--- src/rtl/logs_vol_mixer_pkg.sv ---
// logs_vol_mixer_pkg: shared modulator mode encodings for the volume mixer.
package logs_vol_mixer_pkg;
    localparam logic MODE_PWM = 1'b0;
    localparam logic MODE_DSM = 1'b1;
endpackage

--- src/rtl/logs_vol_mixer_wsum.sv ---
// logs_vol_mixer_wsum: combinational masked weighted sum of 1-bit voices.
module logs_wsum #(
    parameter int N = 4,
    parameter int W = 4,
    localparam int SUM_W = W + $clog2(N + 1)
) (
    input  logic [N-1:0]     audio_in,
    input  logic [N-1:0]     audio_mask,
    input  logic [N*W-1:0]   volume,
    output logic [SUM_W-1:0] sum_o
);
    always_comb begin
        sum_o = '0;
        for (int i = 0; i < N; i++)
            sum_o = sum_o + ((audio_in[i] & audio_mask[i]) ? SUM_W'(volume[i*W +: W]) : '0);
    end
endmodule

--- src/rtl/logs_vol_mixer.sv ---
// logs_vol_mixer: per-channel volume mixer driving a 1-bit PWM or delta-sigma output.
module logs_vol_mixer
    import logs_vol_mixer_pkg::*;
#(
    parameter int N = 4,
    parameter int W = 4,
    parameter int K = 6
) (
    input  logic           clk,
    input  logic           reset,
    input  logic [N-1:0]   audio_in,
    input  logic [N-1:0]   audio_mask,
    input  logic [N*W-1:0] volume,
    input  logic           mode,
    output logic           audio_out,
    output logic           frame_tick
);
    localparam int SUM_W = W + $clog2(N + 1);
    localparam int XW = (SUM_W > K) ? SUM_W : K + 1;
    localparam logic [K-1:0] MAXV = '1;

    logic [SUM_W-1:0] wsum, sum_q;
    logic [XW-1:0]    sum_x;
    logic [K-1:0]     sat, counter_q, counter_d, duty_q, duty_d, acc_q, acc_d;
    logic [K:0]       dsum;
    logic             mode_q, out_q, out_d, tick_q, tick_d;

    logs_wsum #(.N(N), .W(W)) u_wsum (
        .audio_in   (audio_in),
        .audio_mask (audio_mask),
        .volume     (volume),
        .sum_o      (wsum)
    );

    // Clamp to full scale so loud mixes pin at max duty instead of wrapping.
    assign sum_x = XW'(sum_q);
    assign sat   = (sum_x > XW'(MAXV)) ? MAXV : sum_x[K-1:0];
    assign dsum  = {1'b0, acc_q} + {1'b0, sat};

    always_comb begin
        counter_d = counter_q;
        duty_d    = duty_q;
        acc_d     = acc_q;
        out_d     = 1'b0;
        tick_d    = 1'b0;
        if (mode != mode_q) begin
            counter_d = '0;
            duty_d    = '0;
            acc_d     = '0;
        end else if (mode_q == MODE_PWM) begin
            counter_d = counter_q + 1'b1;
            duty_d    = (counter_q == MAXV) ? sat : duty_q;
            out_d     = counter_q < duty_q;
            tick_d    = counter_q == '0;
        end else begin
            counter_d = '0;
            acc_d     = dsum[K-1:0];
            out_d     = dsum[K];
        end
    end

    always_ff @(posedge clk) begin
        if (reset) begin
            sum_q     <= '0;
            mode_q    <= MODE_PWM;
            counter_q <= '0;
            duty_q    <= '0;
            acc_q     <= '0;
            out_q     <= 1'b0;
            tick_q    <= 1'b0;
        end else begin
            sum_q     <= wsum;
            mode_q    <= mode;
            counter_q <= counter_d;
            duty_q    <= duty_d;
            acc_q     <= acc_d;
            out_q     <= out_d;
            tick_q    <= tick_d;
        end
    end

    assign audio_out  = out_q;
    assign frame_tick = tick_q;
endmodule

--- config.mk ---
export PLATFORM = sky130hd
export DESIGN_NAME = logs_vol_mixer
export DESIGN_NICKNAME = d
export VERILOG_FILES = /design/src/rtl/logs_vol_mixer_pkg.sv /design/src/rtl/logs_vol_mixer_wsum.sv /design/src/rtl/logs_vol_mixer.sv
export SDC_FILE = /design/constraint.sdc
export NUM_CORES = 1
export LEC_CHECK = 0
export CELL_PAD_IN_SITES_DETAIL_PLACEMENT = 1
export CELL_PAD_IN_SITES_GLOBAL_PLACEMENT = 1
export CORE_MARGIN = 2
export CORE_UTILIZATION = 51
export DETAILED_ROUTE_END_ITERATION = 12
export DONT_BUFFER_PORTS = 1
export GPL_TIMING_DRIVEN = 0
export PLACE_DENSITY_LB_ADDON = 0.1
export SLEW_MARGIN = 5
export SYNTH_ARGS = -nofsm -noshare
export SYNTH_HDL_FRONTEND = slang
export SYNTH_SLANG_ARGS = --single-unit
--- constraint.sdc ---
create_clock -name clk -period 7.3 [get_ports clk]
set_input_delay 1.46 -clock clk [delete_from_list [all_inputs] [get_ports clk]]
set_output_delay 1.46 -clock clk [all_outputs]
set_load 0.03 [all_outputs]
# Yosys cells after proc, flatten, opt, wreduce, memory -nomap -nowiden
# Cells that the tools add are included.
[totals]
output_inout_bits = 2
wordCells = 31
inputBits = 27
ff_bits = 28
[op_classes]
eq_ne = 2
n_reduce_logical = 4
n_bitwise = 5
mux = 6
addsub = 5
n_lt_le_gt_ge = 2
[op_table]
columns = ["operator", "count"]
rows = [
  ["adder 7 bit", 3],
  ["2-to-1 mux 4 bit", 4],
  ["adder 6 x 6 -> 7 bit", 1],
  ["> comparator 7 x 6 -> 1 bit (second input constant)", 1],
  ["adder 6 x 1 -> 6 bit (second input constant)", 1],
  ["equality test 6 bit (second input constant)", 1],
  ["logical NOT 6 bit", 1],
  ["< comparator 6 bit", 1],
  ["2-to-1 mux 6 bit", 1],
  ["bitwise AND 1 bit", 4],
  ["OR reduction 3 bit", 1],
  ["AND reduction 2 bit", 1],
  ["OR reduction 2 bit", 1],
  ["2-to-1 mux 1 bit", 1],
  ["inequality test 1 bit", 1],
  ["NOT 1 bit", 1],
]

# Logic depth before layout (Yosys ltp)
[depth]
ltp_word = 5
mapped_depth = 10
ltp_nobuf = 10

# Hierarchy
# Synthesis repeated with hierarchy kept, for this count alone.
[hier_totals]
cells_unflattened = 201
area_unflattened_um2 = 1818.0
[by_module_without_submodules]
columns = ["module", "area_each_um2", "seq_area_each_um2", "n_inst", "cells_per_inst"]
rows = [
  ["logs_vol_mixer", 1393.8, 560.5, 1, 150],
  ["logs_wsum", 424.2, 0.0, 1, 51],
]

# Least setup slack after synthesis
# Ideal clock, no wire load.
[synth_timing]
kind = "input to register"
from = "input port audio_in[1]"
to = "register sum_q[5]"
t_required_ns = 7.172
arrival_ns = 3.587
cell_stages = 9
path_buffers = 0
path_slack_ns = 3.585
setup_ns = 0.128
cell_sequence = "and3_1 -> fa_1 -> inv_1 -> fa_1 -> inv_1 -> fa_1 -> a21o_1 -> a21oi_1 -> nor2_1"
[synth_via]
elab_chain_cells = 5
[synth_lines]
columns = ["element", "line", "rtl"]
rows = [
  ["start, declared", "logs_vol_mixer.sv:11", "input logic [N-1:0] audio_in,"],
  ["bitwise AND 1 bit", "logs_vol_mixer_wsum.sv:15", "sum_o = sum_o + ((audio_in[i] & audio_mask[i]) ? SUM_W'(volume[i*W +: W]) : '0);"],
  ["2-to-1 mux 4 bit", "logs_vol_mixer_wsum.sv:15", ""],
  ["adder 7 bit (3 in series)", "logs_vol_mixer_wsum.sv:15", ""],
  ["end signal, assigned", "logs_vol_mixer.sv:72", "sum_q <= wsum;"],
  ["end, declared", "logs_vol_mixer.sv:22", "logic [SUM_W-1:0] wsum, sum_q;"],
]
# No other way between the ends.
# A chain may end at the register's enable or synchronous reset.

# Worst setup path in the final report
# Ends and elaborated chain as after synthesis.

==> reports/qor.yml <==
timing:
  post-route-period-util_pct: 47.6
  fin_setup_tns_ps: 0
  fin_crit_ps: 3470
  tightest_slew_ps: 585
  relSlewSlack_pct: 60.9
  clock_skew_ps: 8.62
  max_freq_mhz: 288
  finalWorstSetupSlack_ps: 3830
  setup_viol: 0
  whs_ps: 479
  rsz0062_at_grt: "no"
  hold_viol: 0
  finalMaxSlewViolations: 0
pwr:
  power_w: 0.000268
  p_sw_w: 0.0000742
  worst_ir_drop_vdd_mv: 0.0723
  seq_power_share_pct: 58.6
  p_int_w: 0.000194
  swShare_pct: 27.7
  p_comb_share_pct: 16.9
  powerDensity_nw_per_um2: 147
  p_leak_nw: 0.784
  clkPwrFrac_pct: 24.6
yosys:
  synth_top_area_cell: "dfxtp_1"
  synth_area_per_cell_um2: 9.18
  ys_ff_latch: 27
  syn_area_um2: 1730
  synthFlopType: "dfxtp_1"
  ys_warn_count: 0
  postSynthCellCount: 189
  synthTopCellsByArea: "dfxtp_1, ha_1, fa_1"
  synth_edf_count: 0
  synth_top_area_share_pct: 31.2
  syn_nets: 243
  synth_common_cells: "dfxtp_1, nor2_1, inv_1"
  synth_cell_type_count: 40
  yosysMostFrequentCell: "dfxtp_1"
  ys_seq_area_share_pct: 31.2
  ys_async_sr_fraction_pct: 0
status:
  status: "completed"
die:
  placementRows: 21
  io_pins: 29
  die_y_um: 62.3
  die_width_um: 62.3
  dieArea_um2: 3880
  initial_utilization_pct: 52.4
  fp.coreArea_um2: 3310
worst_setup_path:
  path_cells: "and3_1 > fa_1 > fa_1 > ha_1 > fa_1 > a21o_1 > a21oi_1 > nor2_1"
  crit_type: "in -> reg"
  path_buf_inv: 0
  slowest_delay_ps: 510
  cp_max_fo: 4
  reg2reg_from: "sum_q[1]"
  crit_top_cell: "fa_1"
  setup.worst_path.start: "audio_in[1]"
  worstPathArrival_ps: 3700
  crit_required_ps: 7520
  crit_path_start_kind: "input pin"
  cp_slowest_cell: "fa_1"
  cp-end-kind: "flop"
  critical_path.top_delay_family: "adder cells"
finish:
  fin_area_um2: 1820
  nNetsFinal: 248
  syn2layout_area_growth_pct: 4.83
  antenna_cells: 0
  drive_above_1_share_pct: 5.18
  seqCellArea_um2: 541
  fillers: 407
  multi_input_area_um2: 1070
clock_network:
  ctsHtreeMaxLevel: 1
  hold_buffers: 0
  cts-resized-gates: 0
  cts.path.max_buffers: 2
  cts_tree: "built"
  clk_pin_slew_worst_paths_ps: 150
  cts.sinks: 27
  cts_root_buf: "clkbuf_4"
  clk-insertion-delay-late_ps: 320
  cts_buffers: 3
  postCtsSetupRepairBufs: 0
min_path:
  holdCritStartpoint: "acc_q[3]"
  min_path_type: "reg -> reg"
global_route:
  antenna_found_initial: 0
  grt_pass1_vias: 1510
  grt.total_usage_pct: 22.2
  grt_pass1_wl_um: 6810
  grt_max_degree: 15
  gr-total-overflow: 0
place:
  gp_congestion: 0.779
  placed_area_um2: 1790
  dpl.hpwl_um: 3210
  post-place-ws_ps: 3420
  numPortBuffers: 0
routing:
  drc: 0
  antenna_left: 0
  wl_per_cell_um: 16.2
  wl_um: 3870
  via_per_inst: 5.66
  firstDrtPassIters: 4
  route.vias.total: 1353
  drtIter0Drc: 72
flow_run:
  drv_cap: 0
-- worst paths after layout --
check,end,slack [ps],cells past startpoint
setup / recovery,sum_q[5],3830,8
hold reg to reg,acc_q[3],480,2
setup reg to reg,acc_q[5],5360,6
hold / removal,acc_q[3],480,2
-- metal layers --
layer | track usage (%) | part of all wire (%) | vias to the layer above
li1 | - | - | 657
met1 | 25.0 | 41 | 671
met2 | 42.5 | 56 | 19
met3 | 3.26 | 2.4 | 6
met4 | 7.78 | 0.98 | 0
met5 | 0 | 0 | -
-- registers in the layout, summed over array words and instances (netlist names) --
name        cells
frame_tick      1
sum_q           6
mode_q          1
audio_out       1
counter_q       6
duty_q          6
acc_q           6
-- metrics by stage --
stage	util (%)	instances
2_1_floorplan	-	189
5_1_grt	54.9	239
6_report	54.9	239
3_3_place_gp	54.1	235
4_1_cts	54.9	239
3_5_place_dp	54.1	235
-- cells in the final DEF, fill, tap and decap left out, types with 4 or more instances in the layout --
cell | Yosys | routed
and3_1 | 11 | 11
nor2_1 | 24 | 24
mux2i_1 | 6 | 6
clkbuf_1 | 7 | 8
dfxtp_1 | 27 | 27
inv_1 | 20 | 20
fa_1 | 9 | 9
nand3_1 | 9 | 9
ha_1 | 18 | 18
nor2b_1 | 5 | 5
a21oi_1 | 7 | 7
nand2_1 | 4 | 4
-- power groups by stage --
stage / Sequential [W] / Combinational [W] / Clock (W)
3_3_place_gp: 0.000160 / 0.0000413 / 0
5_1_grt: 0.000158 / 0.0000512 / 0.0000765
3_5_place_dp: 0.000160 / 0.0000455 / 0
6_report: 0.000157 / 0.0000452 / 0.0000659
4_1_cts: 0.000157 / 0.0000459 / 0.0000675
2_1_floorplan: 0.000159 / 0.0000351 / 0
-- kinds of logic after synthesis --
| kind of cell | count (synthesis) | share of synthesized area [%] |
|---|---|---|
| adder cells (fa/ha/maj) | 27 | 23.4 |
| AO/OA/AOI/OAI | 28 | 12.0 |
| XOR/XNOR | 6 | 3.03 |
| flip-flops | 27 | 31.2 |
| multiplexers | 6 | 3.46 |
| buffers and inverters | 29 | 6.93 |
| AND/OR/NAND/NOR | 66 | 20.1 |
-- worst register-to-register path: cells and delay by family, from the launching register on --
kind                       cells  cell delay [ps]
and+or+nand+nor                3              840
DFF                            1              400
AOI/OAI and AO/OA              1              280
adders and majority gates      1              240
buffers and inverters          1              120
-- area by class of cell --
| type | instances | area share [%] |
|---|---|---|
| clock buffers | 4 | 1.45 |
| multi-input cells | 133 | 59.1 |
| flip-flops and latches | 27 | 29.7 |
| plain buffers | 9 | 2.48 |
| inverters | 20 | 4.13 |
| well taps | 46 | 3.17 |
No activity file was read; power rests on OpenSTA's default activity.
